===== config.mk =====
export PLATFORM = sky130hd
export DESIGN_NAME = cmp_lookup_issuer
export DESIGN_NICKNAME = d
export VERILOG_FILES = /design/src/rtl/cmp_lookup_issuer_pkg.sv /design/src/rtl/cmp_entry_table.sv /design/src/rtl/cmp_lookup_issuer.sv
export SDC_FILE = /design/constraint.sdc
export NUM_CORES = 1
export LEC_CHECK = 0
export ABC_AREA = 1
export BUFFER_PORTS_ARGS = -buffer_cell sky130_fd_sc_hd__buf_2
export CAP_MARGIN = 20
export CORE_UTILIZATION = 35
export DETAILED_ROUTE_END_ITERATION = 10
export PLACE_DENSITY = 0.57
export SETUP_SLACK_MARGIN = 0.4
export SLEW_MARGIN = 20
export SYNTH_ARGS = -nofsm -noshare
export SYNTH_HDL_FRONTEND = slang
export SYNTH_HIERARCHICAL = 1
export SYNTH_SLANG_ARGS = --single-unit

===== constraint.sdc =====
create_clock -name clk -period 2 [get_ports clk]
set_input_delay 0.4 -clock clk [delete_from_list [all_inputs] [get_ports clk]]
set_output_delay 0.4 -clock clk [all_outputs]
set_load 0.01 [all_outputs]

===== src/rtl/cmp_lookup_issuer_pkg.sv =====
// Shared definitions for the 7-way parallel compare interface.
// Used by the lookup issuer and by the comparator on the other side.
package cmp_lookup_issuer_pkg;

   localparam int unsigned DATA_NUM      = 7;
   localparam int unsigned DATA_WIDTH    = 42;
   localparam int unsigned IDX_WIDTH     = 3;
   // Width of the hit index returned by the comparator
   localparam int unsigned CMP_IDX_WIDTH = IDX_WIDTH;

   typedef enum logic [1:0] {
      ST_IDLE  = 2'd0,
      ST_ISSUE = 2'd1,
      ST_WAIT  = 2'd2,
      ST_RESP  = 2'd3
   } state_e;

   // Round-robin successor of an entry slot, wrapping after the last lane
   function automatic logic [IDX_WIDTH-1:0] next_ptr(input logic [IDX_WIDTH-1:0] p);
      return (p == IDX_WIDTH'(DATA_NUM - 1)) ? '0 : p + IDX_WIDTH'(1);
   endfunction

endpackage


===== src/rtl/cmp_entry_table.sv =====
// Key table for the lookup issuer: 7 entry registers, round-robin insert
// pointer and a saturating valid count.
// Ports:
//   clk, rst_n   clock, synchronous active-low reset
//   ins_i        write ins_key_i into slot wr_ptr_o and advance
//   ins_key_i    key to insert
//   flush_i      invalidate the table (count and pointer to 0, data kept)
//   entry_o      all entry registers
//   cnt_o        number of valid entries (0..7)
//   wr_ptr_o     next insert slot
module cmp_entry_table
   import cmp_lookup_issuer_pkg::*;
(
   input  logic                                 clk,
   input  logic                                 rst_n,
   input  logic                                 ins_i,
   input  logic [DATA_WIDTH-1:0]                ins_key_i,
   input  logic                                 flush_i,
   output logic [DATA_NUM-1:0][DATA_WIDTH-1:0]  entry_o,
   output logic [IDX_WIDTH-1:0]                 cnt_o,
   output logic [IDX_WIDTH-1:0]                 wr_ptr_o
);

   logic [DATA_NUM-1:0][DATA_WIDTH-1:0] entry_q;
   logic [IDX_WIDTH-1:0]                cnt_q;
   logic [IDX_WIDTH-1:0]                wr_ptr_q;

   // Entry data is never cleared by flush; the count masks stale entries
   always_ff @(posedge clk) begin
      if (!rst_n) begin
         entry_q  <= '0;
         cnt_q    <= '0;
         wr_ptr_q <= '0;
      end else begin
         for (int unsigned i = 0; i < DATA_NUM; i++) begin
            if (ins_i && (wr_ptr_q == IDX_WIDTH'(i))) begin
               entry_q[i] <= ins_key_i;
            end
         end
         if (flush_i) begin
            cnt_q    <= '0;
            wr_ptr_q <= '0;
         end else if (ins_i) begin
            wr_ptr_q <= next_ptr(wr_ptr_q);
            if (cnt_q != IDX_WIDTH'(DATA_NUM)) begin
               cnt_q <= cnt_q + IDX_WIDTH'(1);
            end
         end
      end
   end

   assign entry_o  = entry_q;
   assign cnt_o    = cnt_q;
   assign wr_ptr_o = wr_ptr_q;

endmodule


===== src/rtl/cmp_lookup_issuer.sv =====
// Initiator side of the 7-way parallel compare interface. Accepts lookup
// requests, presents table + key to the comparator, inserts on a miss and
// returns hit/miss/index to the requester.
// Ports:
//   clk, rst_n                  clock, synchronous active-low reset
//   req_val/req_ready/req_key   lookup request handshake
//   flush                       invalidate the whole table
//   d_val, d0..d6, ref_d,
//   d_val_cnt                   compare request to the comparator
//   res_val/res_hit/res_idx     compare result from the comparator
//   rsp_val/rsp_ready/rsp_hit/
//   rsp_idx/rsp_ins             lookup response handshake
module cmp_lookup_issuer
   import cmp_lookup_issuer_pkg::*;
(
   input  logic                     clk,
   input  logic                     rst_n,
   input  logic                     req_val,
   output logic                     req_ready,
   input  logic [DATA_WIDTH-1:0]    req_key,
   input  logic                     flush,
   output logic                     d_val,
   output logic [DATA_WIDTH-1:0]    d0,
   output logic [DATA_WIDTH-1:0]    d1,
   output logic [DATA_WIDTH-1:0]    d2,
   output logic [DATA_WIDTH-1:0]    d3,
   output logic [DATA_WIDTH-1:0]    d4,
   output logic [DATA_WIDTH-1:0]    d5,
   output logic [DATA_WIDTH-1:0]    d6,
   output logic [DATA_WIDTH-1:0]    ref_d,
   output logic [IDX_WIDTH-1:0]     d_val_cnt,
   input  logic                     res_val,
   input  logic                     res_hit,
   input  logic [CMP_IDX_WIDTH-1:0] res_idx,
   output logic                     rsp_val,
   input  logic                     rsp_ready,
   output logic                     rsp_hit,
   output logic [IDX_WIDTH-1:0]     rsp_idx,
   output logic                     rsp_ins
);

   state_e                              state_q;
   logic                                req_ready_q;
   logic                                d_val_q;
   logic [DATA_WIDTH-1:0]               ref_d_q;
   logic                                rsp_val_q;
   logic                                rsp_hit_q;
   logic [IDX_WIDTH-1:0]                rsp_idx_q;
   logic                                rsp_ins_q;
   logic                                flush_pend_q;

   logic [DATA_NUM-1:0][DATA_WIDTH-1:0] entry;
   logic [IDX_WIDTH-1:0]                cnt;
   logic [IDX_WIDTH-1:0]                wr_ptr;
   logic                                hit_c;
   logic                                ins_c;
   logic                                tbl_flush_c;

   // A hit on an index outside the valid range is a stale entry: treat as miss
   assign hit_c = res_hit && (IDX_WIDTH'(res_idx) < cnt);
   assign ins_c = (state_q == ST_WAIT) && res_val && !hit_c;

   // Table may only change in IDLE/RESP (flush) and WAIT (insert), so the
   // contents seen by the comparator during ISSUE are always stable
   assign tbl_flush_c = ((state_q == ST_IDLE) && flush) ||
                        ((state_q == ST_RESP) && (flush || flush_pend_q));

   cmp_entry_table u_table (
      .clk       (clk),
      .rst_n     (rst_n),
      .ins_i     (ins_c),
      .ins_key_i (ref_d_q),
      .flush_i   (tbl_flush_c),
      .entry_o   (entry),
      .cnt_o     (cnt),
      .wr_ptr_o  (wr_ptr)
   );

   // Lookup FSM with registered handshake and compare outputs
   always_ff @(posedge clk) begin
      if (!rst_n) begin
         state_q      <= ST_IDLE;
         req_ready_q  <= 1'b0;
         d_val_q      <= 1'b0;
         ref_d_q      <= '0;
         rsp_val_q    <= 1'b0;
         rsp_hit_q    <= 1'b0;
         rsp_idx_q    <= '0;
         rsp_ins_q    <= 1'b0;
         flush_pend_q <= 1'b0;
      end else begin
         case (state_q)
            ST_IDLE: begin
               if (req_val && req_ready_q) begin
                  ref_d_q     <= req_key;
                  d_val_q     <= 1'b1;
                  req_ready_q <= 1'b0;
                  state_q     <= ST_ISSUE;
               end else begin
                  req_ready_q <= 1'b1;
               end
            end
            ST_ISSUE: begin
               d_val_q <= 1'b0;
               if (flush) flush_pend_q <= 1'b1;
               state_q <= ST_WAIT;
            end
            ST_WAIT: begin
               if (flush) flush_pend_q <= 1'b1;
               if (res_val) begin
                  rsp_val_q <= 1'b1;
                  rsp_hit_q <= hit_c;
                  rsp_idx_q <= hit_c ? IDX_WIDTH'(res_idx) : wr_ptr;
                  rsp_ins_q <= !hit_c;
                  state_q   <= ST_RESP;
               end
            end
            ST_RESP: begin
               // Pending flush is consumed by tbl_flush_c in this state
               flush_pend_q <= 1'b0;
               if (rsp_ready) begin
                  rsp_val_q   <= 1'b0;
                  req_ready_q <= 1'b1;
                  state_q     <= ST_IDLE;
               end
            end
            default: state_q <= ST_IDLE;
         endcase
      end
   end

   assign req_ready = req_ready_q;
   assign d_val     = d_val_q;
   assign ref_d     = ref_d_q;
   assign d_val_cnt = cnt;
   assign rsp_val   = rsp_val_q;
   assign rsp_hit   = rsp_hit_q;
   assign rsp_idx   = rsp_idx_q;
   assign rsp_ins   = rsp_ins_q;
   assign d0 = entry[0];
   assign d1 = entry[1];
   assign d2 = entry[2];
   assign d3 = entry[3];
   assign d4 = entry[4];
   assign d5 = entry[5];
   assign d6 = entry[6];

endmodule


# == Yosys cells after proc, flatten, opt, wreduce, memory -nomap -nowiden ==
# Cells that the tools add are included.
# totals
regBits,353
wordCells,84
inputBits,52
# classes
bitwise,1
order_cmp,1
addsub,2
n_eq_ne,14
n_mux,16
reduce_logical,32
# ops
cell,n
$logic_and 1x1->1,13
$reduce_and 2->1,6
$eq 3x3->1 const B,3
$pmux 1 s2,4
$pmux 2 s4,1
$reduce_bool 2->1,4
$add 3x1->3 const B,2
$eq 3x2->1 const B,2
$mux 1,6
$mux 2,3
$mux 3,2
$reduce_and 3->1,2
$eq 2x2->1 const B,2
$ne 2x1->1 const B,2
$ne 2x2->1 const B,2
$reduce_or 2->1,2
$eq 3x1->1 const B,1
$logic_not 3->1,1
$lt 3x3->1,1
$ne 3x3->1 const B,1
$eq 2x1->1 const B,1
$logic_not 2->1,1
$logic_or 1x1->1,2
$logic_not 1->1,1
$not 1->1,1

# == Depth between registers and ports, before layout ==
# Gate-level depths: netlist of run 1.
# depth
ltp_word,5
ltp_mapped,16
ltp_nobuf,13

# == By module ==
# Netlist of run 1, hierarchy kept.
# by_module_without_submodules
mod,area_each_um2,seq_area_each_um2,cells_each,instances
cmp_entry_table,11280.8,6005.8,1578,1
cmp_lookup_issuer,2153.3,1061.0,277,1

# == Least setup slack after synthesis of run 1 ==
# OpenSTA, ideal clock, no wires.
# synth_path
kind,register to register
from,"register u_table.cnt_q[2], in the netlist u_table/cnt_o[2]"
to,"register u_table.entry_q, in the netlist u_table/entry_o[139]"
t_arrival_ns,1.983
slack_ns,-0.106
path_stages_with_launch,16
n_path_buf,3
path_cell_list,dfxtp_1 inv_1 ha_1 nand2_1 inv_1 nor2_1 nand2_1 nand2_1 inv_1 buf_4 nand2_1 inv_2 buf_4 buf_2 o21ai_0 a21oi_1
# synth_between
elab_chain_len,5
# synth_rtl
item,line,text
"start, declared",cmp_entry_table.sv:25,logic [IDX_WIDTH-1:0] cnt_q;
"start signal, assigned",cmp_entry_table.sv:46,cnt_q <= cnt_q + IDX_WIDTH'(1);
$lt 3x3->1,cmp_lookup_issuer.sv:60,assign hit_c = res_hit && (IDX_WIDTH'(res_idx) < cnt);
$logic_and 1x1->1,cmp_lookup_issuer.sv:60,
$logic_not 1->1,cmp_lookup_issuer.sv:61,assign ins_c = (state_q == ST_WAIT) && res_val && !hit_c;
$logic_and 1x1->1,cmp_lookup_issuer.sv:61,
net ins_c,cmp_lookup_issuer.sv:56,logic ins_c;
$logic_and 1x1->1,cmp_entry_table.sv:36,if (ins_i && (wr_ptr_q == IDX_WIDTH'(i))) begin
"end signal, assigned by index",cmp_entry_table.sv:37,entry_q[i] <= ins_key_i;
"end, declared",cmp_entry_table.sv:24,logic [DATA_NUM-1:0][DATA_WIDTH-1:0] entry_q;
# The timed path passes the listed nets, and every way through them passes these cells.
# A chain may end at the register's enable or synchronous reset.

# == Worst setup path after layout of run 1 ==
# layout_path
from,"register u_table.cnt_q[2], in the netlist u_table/cnt_o[2]"
to,"register u_table.entry_q, in the netlist u_table/entry_o[92]"
# The elaborated chain is that of the path after synthesis.

==> results.md, run 1 <==
* WL/cell at 17.96 um
* Core Box Area at 37,760 um^2
* Row Count at 71
* DRC viols at 0
* Vias per cell at 4.655
* TritonRoute pass-1 iters at 5
* FMAX at 0.5044 GHz
* Fillers at 3,681
* Root Buffer: clkbuf_16
* WL met1 at 22,580 um
* Initial antenna violation count at 2
* Reg-to-reg setup timing slack at 20 ps
* CP max FO at 6
* Post-synthesis sequential area ratio at 0.5260
* Vias in the first global route at 11.52k
* MaxCap Viol Count at 0
* Status: finished, final reports clean
* Fraction of layout cells with a size suffix above 1 at 0.3361
* Die area at 39,170 um^2
* Grt ovf at 0
* Final Max Slew Viols at 0
* Clk slew on worst S/H paths at 60 ps
* Worst setup EP type: register
* P_leak at 0.008952 uW
* Post-synth net total at 1,916
* Hold_buf cts at 0
* DP Area at 16,080 um^2
* WL final at 50,910 um
* Worst min path class: primary input to register
* Die height at 197.9 um
* Ports at 399
* Clock Path Buffers at 3
* Die span in x at 197.9 um
* Initial Util at 0.3558
* Dpl cells at 2,689
* Nets at 2,351
* Number of port buffers at 398
* Yosys reg bits at 353
* GR Util All Layers at 0.2200
* Power per Cell Area at 989.3 nW/um^2
* Startpoint Class: register
* Synth warnings at 6
* Highest metal used: met4
* Clock Skews at 20.71 ps
* Synth-to-layout area growth at 43.49%
* Min cycle time layout at 1983 ps
* Iter 0 DRT Violations at 831
* Final Hold Viols at 0
* Worst-Skew Late Latency at 560 ps
* Total CTS buffers at 41
* Final Wtd Congestion at 0.8081
* Post-Syn Area per Cell at 7.242 um^2
* Yosys cell types at 24
* Final std cells w/o fill at 2,835
* Design Area, Final at 19,280 um^2
* First-pass GRT wire length at 66,090 um
* Setup violations, final at 0
* Slew Limit Headroom at 0.6670
* Cell count after synthesis at 1,855
* Via count at 13.20k
* Cell area after synthesis at 13,430 um^2
* Crit share post-route at 0.9913
* Post-route ant nets at 0
* Required @ worst endpoint at 2460 ps
* Clock sinks at 353
* Met2 WL at 23,800 um
* Crit Path Category: register to register
* CTS HTree Levels at 2
* Tightest Pin Transition at 498.9 ps
* Worst VDD drop at 713.0 uV
* Critical path arrival at 2440 ps
* RSZ-0062 raised after global routing: true
* Routed wl met3 at 3360 um
* Largest net degree at the start of global routing at 94
* CTS tree: yes
* HPWL after detailed placement at 28,370 um
## kinds of logic after synthesis
kind of cell	count (synthesis)	synth area share
xor gates and xnor gates	1	0.0006521
AOI/OAI and AO/OA	156	0.06110
DFF	353	0.5260
and+or+nand+nor	1145	0.3277
adders and majority gates	9	0.008382
buffers and inverters	191	0.07619
## timing repair
| action | in CTS | in global routing |
|---|---|---|
| buffers inserted | 17 | 10 |
| gates cloned | 9 | 33 |
| resized for setup | 50 | 139 |
| endpoints found under the setup margin | 301 | 307 |
| pin swaps | 13 | 18 |
## where the power goes
| part | leakage [uW] | switching, uW | internal [uW] |
|---|---|---|---|
| Sequential | 0.00285 | 251 | 7390 |
| Combinational | 0.00539 | 2120 | 1320 |
| Clock | 0.000716 | 3060 | 4930 |
| Total | 0.00895 | 5430 | 13600 |
## synth_stat cells
| cell type | number | share of area |
|---|---|---|
| a21oi_1 | 85 | 0.032 |
| a21oi_2 | 10 | 0.0065 |
| buf_1 | 13 | 0.0036 |
| buf_2 | 29 | 0.011 |
| buf_4 | 22 | 0.012 |
| buf_6 | 25 | 0.021 |
| clkbuf_1 | 21 | 0.0059 |
| clkinv_1 | 1 | 0.00028 |
| dfxtp_1 | 353 | 0.53 |
| ha_1 | 9 | 0.0084 |
| inv_1 | 75 | 0.021 |
| inv_2 | 5 | 0.0014 |
| nand2_1 | 590 | 0.16 |
| nand2_2 | 13 | 0.0061 |
| nand2_4 | 2 | 0.0017 |
| nand3_1 | 12 | 0.0045 |
| nor2_1 | 519 | 0.15 |
| nor2_2 | 3 | 0.0014 |
| nor2_4 | 4 | 0.0034 |
| nor3_1 | 1 | 0.00037 |
| o211ai_1 | 1 | 0.00056 |
| o21ai_0 | 60 | 0.022 |
| or2_2 | 1 | 0.00047 |
| xor2_1 | 1 | 0.00065 |
## stage by stage
stage	worst slack (ps)	utilization	hold slack, ps	TNS (ps)	power, uW
floorplan	173.5	-	478.7	0	9419
global placement	-144.5	0.4258	448.2	-20560	10380
detailed placement	-154.7	0.4258	450.7	-24680	10410
CTS	66.88	0.4798	59.39	0	19040
global route	-83.80	0.5105	74.33	-3712	19890
finish	17.40	0.5106	85.00	0	19070
## worst paths after layout
kind / cells past startpoint / end / startpoint
setup reg to reg: 16 / u_table/entry_o[92] / u_table/cnt_o[2]
setup / recovery: 16 / u_table/entry_o[92] / u_table/cnt_o[2]
hold / removal: 3 / ref_d[6] / req_key[6]
hold reg to reg: 2 / ref_d[34] / ref_d[34]
## sequential cells by signal, summed over array words and instances, names as in the netlist
| signal | flops |
|---|---|
| req_ready | 1 |
| flush_pend_q | 1 |
| rsp_hit | 1 |
| state_q | 2 |
| u_table/wr_ptr_o | 3 |
| rsp_val | 1 |
| d_val | 1 |
| u_table/entry_o | 294 |
| rsp_ins | 1 |
| u_table/cnt_o | 3 |
| ref_d | 42 |
| rsp_idx | 3 |
## worst max-delay path, stage by stage (launching register included)
cell and delay (ps):
dfxtp_4 360, inv_4 40, ha_4 250, nand2_1 50, inv_2 60, nor2_4 40, nand2_4 70, nand2_4 60
inv_6 80, nand2_8 50, buf_4 140, nor2_4 140, buf_8 180, clkbuf_16 170, nand2_2 50, nand2_1 80
nor2_1 40
## layout make-up
cell class	instances	area (um^2)	share of cell area
inverters	81	317.8	0.01649
flip-flops and latches	353	7072	0.3668
clock inverters	16	224.0	0.01162
well taps	511	639.4	0.03317
repair buffers	502	3820	0.1982
diodes	3	7.507	0.0003894
clock buffers	58	1224	0.06348
multi-input cells	1311	5973	0.3099
## cells in the final DEF, fill, tap and decap left out, types with 2 or more instances in the layout
cell	synthesis	layout
nand2_1	590	506
nor2_1	519	478
buf_2	29	397
dfxtp_1	353	351
nand2_2	13	79
inv_1	75	69
a21oi_1	85	67
clkbuf_16	0	64
nor2_2	3	35
a21oi_2	10	28
buf_12	0	27
buf_4	22	24
o21ai_1	0	23
o21ai_0	60	20
nand2_4	2	18
o21ai_2	0	17
nor2_4	4	13
buf_6	25	13
buf_16	0	12
nand3_1	12	11
buf_8	0	9
inv_2	5	8
clkinv_2	0	8
clkbuf_8	0	7
clkbuf_1	21	7
ha_1	9	6
bufinv_16	0	5
diode_2	0	3
inv_6	0	3
ha_4	0	2
inv_8	0	2
nand2_8	0	2
## routing by layer
layer | global-route usage | vias up
met5 | 0 | -
li1 | - | 6544
met4 | 0.07695 | 0
met3 | 0.05144 | 63
met2 | 0.3692 | 473
met1 | 0.2751 | 6118
Power figures use the tool's default switching activity.
==> run 2: changes to the inputs <==
- ABC_AREA: 1 -> 0
- PLACE_DENSITY: 0.57 -> 0.58
==> results.md, run 2 <==
* Status: finished, violations left
* Failing checks: setup timing
* Cell area after synthesis at 12,150 um^2 (-9.5%)
* Clock Path Buffers at 3 (unchanged)
* Clock Skews at 14.72 ps (-5.986 ps)
* Crit path top cell by count: and2_4
* Final Max Slew Viols at 0 (unchanged)
* Fin util at 0.5605 (+0.04993)
* Row Count at 67 (-5.6%)
* Synth-to-layout area growth at 56.19%
* Crit share post-route at 1.095 (+0.1040)
* WL final at 50,660 um (-0.48%)
* Share of the synthesized area in the top cell type at 0.5814 (+0.05540)
* Nets at 1,890 (-20%)
* Max reg flops at 294 (unchanged)
* HPWL after detailed placement at 29,420 um (+3.7%)
* Cell count after synthesis at 1,366 (-26%)
* Post-synthesis compound-gate area fraction at 0.1658 (+0.1047)
* Synth warnings at 6 (unchanged)
* Worst setup EP type: register
* Multiplexer area fraction after synthesis at 0.001647 (+0.001647)
* Min cycle time layout at 2191 ps (+208.0 ps)
* Synth area leader: dfxtp_1
* CP cell instances: inv_2 -> ha_4 -> and2_4 -> a211o_1 -> and2_4 -> buf_8 -> buf_12 -> and2_4 -> buf_12 -> clkbuf_16 -> nand2_2 -> a21boi_1
* Total CTS buffers at 39 (-4.9%)
* Ant. Diodes at 0 (-3)
* Max incr delay on CP at 340 ps (-20 ps)
* WL/cell at 22.02 um (+23%)
* Vias in the first global route at 10.61k (-7.9%)
* Crit Path Category: register to register
* Final Hold Viols at 0 (unchanged)
* MaxCap Viol Count at 0 (unchanged)
* CTS HTree Levels at 2 (unchanged)
* Clk slew on worst S/H paths at 60 ps (about the same)
* Leading cell types by count after synthesis: 353 x dfxtp_1, 255 x nand3_1, 214 x nand2_1
* XOR/XNOR share of the synthesized area at 0.0007206 (+0.00006866)
* CTS tree: yes
* Largest net degree at the start of global routing at 49 (-48%)
* Top-count cell post-synth: dfxtp_1
* Fillers at 3,072 (-17%)
* Tightest Pin Transition at 508.2 ps (+9.337 ps)
* Grt ovf at 0 (unchanged)
* Via count at 12.15k (-7.9%)
* Commonest non-fill, non-tap cell in the layout: buf_2
* Setup violations, final at 296 (+296)
* Final Wtd Congestion at 0.8694 (+7.6%)
* Fraction of layout cells with a size suffix above 1 at 0.4609 (+0.1248)
* Post-route ant nets at 0 (unchanged)
* Iter 0 DRT Violations at 867 (+4.3%)
* Largest family of logic cells by synthesized area: simple AND/OR/NAND/NOR gates
* Worst min path class: primary input to register
* Post-synth EDFFs at 0 (unchanged)
* Clock sinks at 353 (unchanged)
* First-pass GRT wire length at 64,230 um (-2.8%)
* Die span in x at 188.4 um (-4.8%)
* Async SR Flop Fraction at 0 (unchanged)
* Die height at 188.4 um (-4.8%)
* Die area at 35,480 um^2 (-9.4%)
* Yosys cell types at 44 (+83%)
* DRC viols at 0 (unchanged)
* Initial antenna violation count at 1 (-1)
* Synth Area in Simple Gates at 0.1940 (-0.1336)
* Vias per cell at 5.282 (+13%)
* Critical path arrival at 2600 ps (+160 ps)
* Post-synthesis sequential area ratio at 0.5814 (+0.05540)
* Yosys reg bits at 353 (unchanged)
* Required @ worst endpoint at 2410 ps (-50 ps)
* FMAX at 0.4565 GHz (-9.5%)
* Setup TNS at -35,210 ps (-35,210 ps)
* Post-synth net total at 1,427 (-26%)
* Worst setup margin at -190.6 ps (-208.0 ps)
* RSZ-0062 raised after global routing: true
* Power per Cell Area at 841.4 nW/um^2 (-15%)
* CP max stage cell: dfxtp_2
* Root Buffer: clkbuf_16
* Post-Syn Area per Cell at 8.898 um^2 (+23%)
* GR Util All Layers at 0.2339 (+0.01389)
* CP max FO at 5 (-1)
* Number of port buffers at 398 (unchanged)
* Core Box Area at 33,870 um^2 (-10%)
* Most used DFF post-synth: dfxtp_1
* Most frequent cells in the layout: 397 x buf_2, 351 x dfxtp_1, 214 x o21ai_1, 193 x nand2_1, 178 x nand3_2
* Initial Util at 0.3589 (+0.003050)
* Worst VDD drop at 535.3 uV (-25%)
* P_leak at 0.007876 uW (-12%)
* TritonRoute pass-1 iters at 5 (unchanged)
* Adder-cell share of the synthesized area at 0.009265 (+0.0008827)
* Ports at 399 (unchanged)
* Startpoint Class: register
* Synth top area cells: dfxtp_1 58%, nand3_1 11%, o21ai_0 7.1%
* Slew Limit Headroom at 0.6612 (-0.005859)
* Worst-Skew Late Latency at 520 ps (-40 ps)
==> run 2: cell count changes after synthesis, sizes merged, moves of 7 or more <==
| cell | before | now |
|---|---|---|
| buf | 89 | 63 |
| inv | 80 | 7 |
| nand2 | 605 | 215 |
| a21boi | 0 | 43 |
| nor2 | 526 | 12 |
| clkbuf | 21 | 54 |
| o21ai | 60 | 258 |
| nand3 | 12 | 255 |
| a21oi | 95 | 48 |
| and2 | 0 | 7 |
==> run 2: timing repair <==
action	4_1_cts	5_1_grt
setup endpoints to repair	308	344
setup buffers	14	16
pin swaps	45	31
cloned	12	41
resized for setup	39	169
hold buffers	0	0
hold endpoints to repair	0	0
==> run 2: layer usage <==
metal | up-vias | wire length [um] | GRT usage
met5 | - | 13 | 0
met4 | 2 | 1553 | 0.08437
met3 | 93 | 3680 | 0.05141
met1 | 5890 | 22370 | 0.3042
met2 | 487 | 23040 | 0.3802
li1 | 5681 | - | -
==> run 2: cell type report <==
| type | instances | area (um^2) | share of cell area |
|---|---|---|---|
| clock inverter | 6 | 32.53 | 0.001714 |
| timing repair buffer | 539 | 4410 | 0.2323 |
| sequential | 353 | 7069 | 0.3724 |
| tap | 448 | 560.5 | 0.02953 |
| inverter | 7 | 26.28 | 0.001384 |
| multi-input combinational | 889 | 5710 | 0.3008 |
| clock buffer | 59 | 1174 | 0.06182 |
==> run 2: logic make-up after synthesis <==
kind of cell | Yosys count
AND/OR/NAND/NOR | 511
AO/OA/AOI/OAI | 366
flip-flops | 353
buffers and inverters | 124
adder cells (fa/ha/maj) | 9
multiplexers | 2
XOR/XNOR | 1
==> run 2: report_power, final <==
group	leakage (uW)	switching, uW	internal, uW
Clock	0.000594	2840	4020
Sequential	0.00285	227	7220
Combinational	0.00443	1060	596
==> run 2: final timing paths <==
path                         from                   end  slack (ps)  cells after the start
max              u_table/cnt_o[2]  u_table/entry_o[131]        -190                     12
min                   req_key[29]             ref_d[29]         120                      3
max reg2reg      u_table/cnt_o[2]  u_table/entry_o[131]        -190                     12
min reg2reg  u_table/entry_o[156]  u_table/entry_o[156]         450                      2
==> run 2: worst max-delay path, delay by kind of cell (launching register included) <==
family	cells	cell delay [ps]
AOI/OAI and AO/OA	2	330
adders and majority gates	1	210
buffers and inverters	5	620
DFF	1	340
and+or+nand+nor	4	590
==> run 2: through the flow <==
step                hold WS [ps]  instance area, um^2  setup WS, ps  total power, uW  cells
floorplan                  450.0                13200        -163.4             8513   1366
global placement           437.7                15590        -243.8             9150   2153
detailed placement         443.5                15590        -277.7             9162   2153
CTS                        96.27                17390        -109.0            16000   2244
global route               113.2                18980        -247.3            16550   2301
finish                     118.6                18980        -190.6            15970   2301
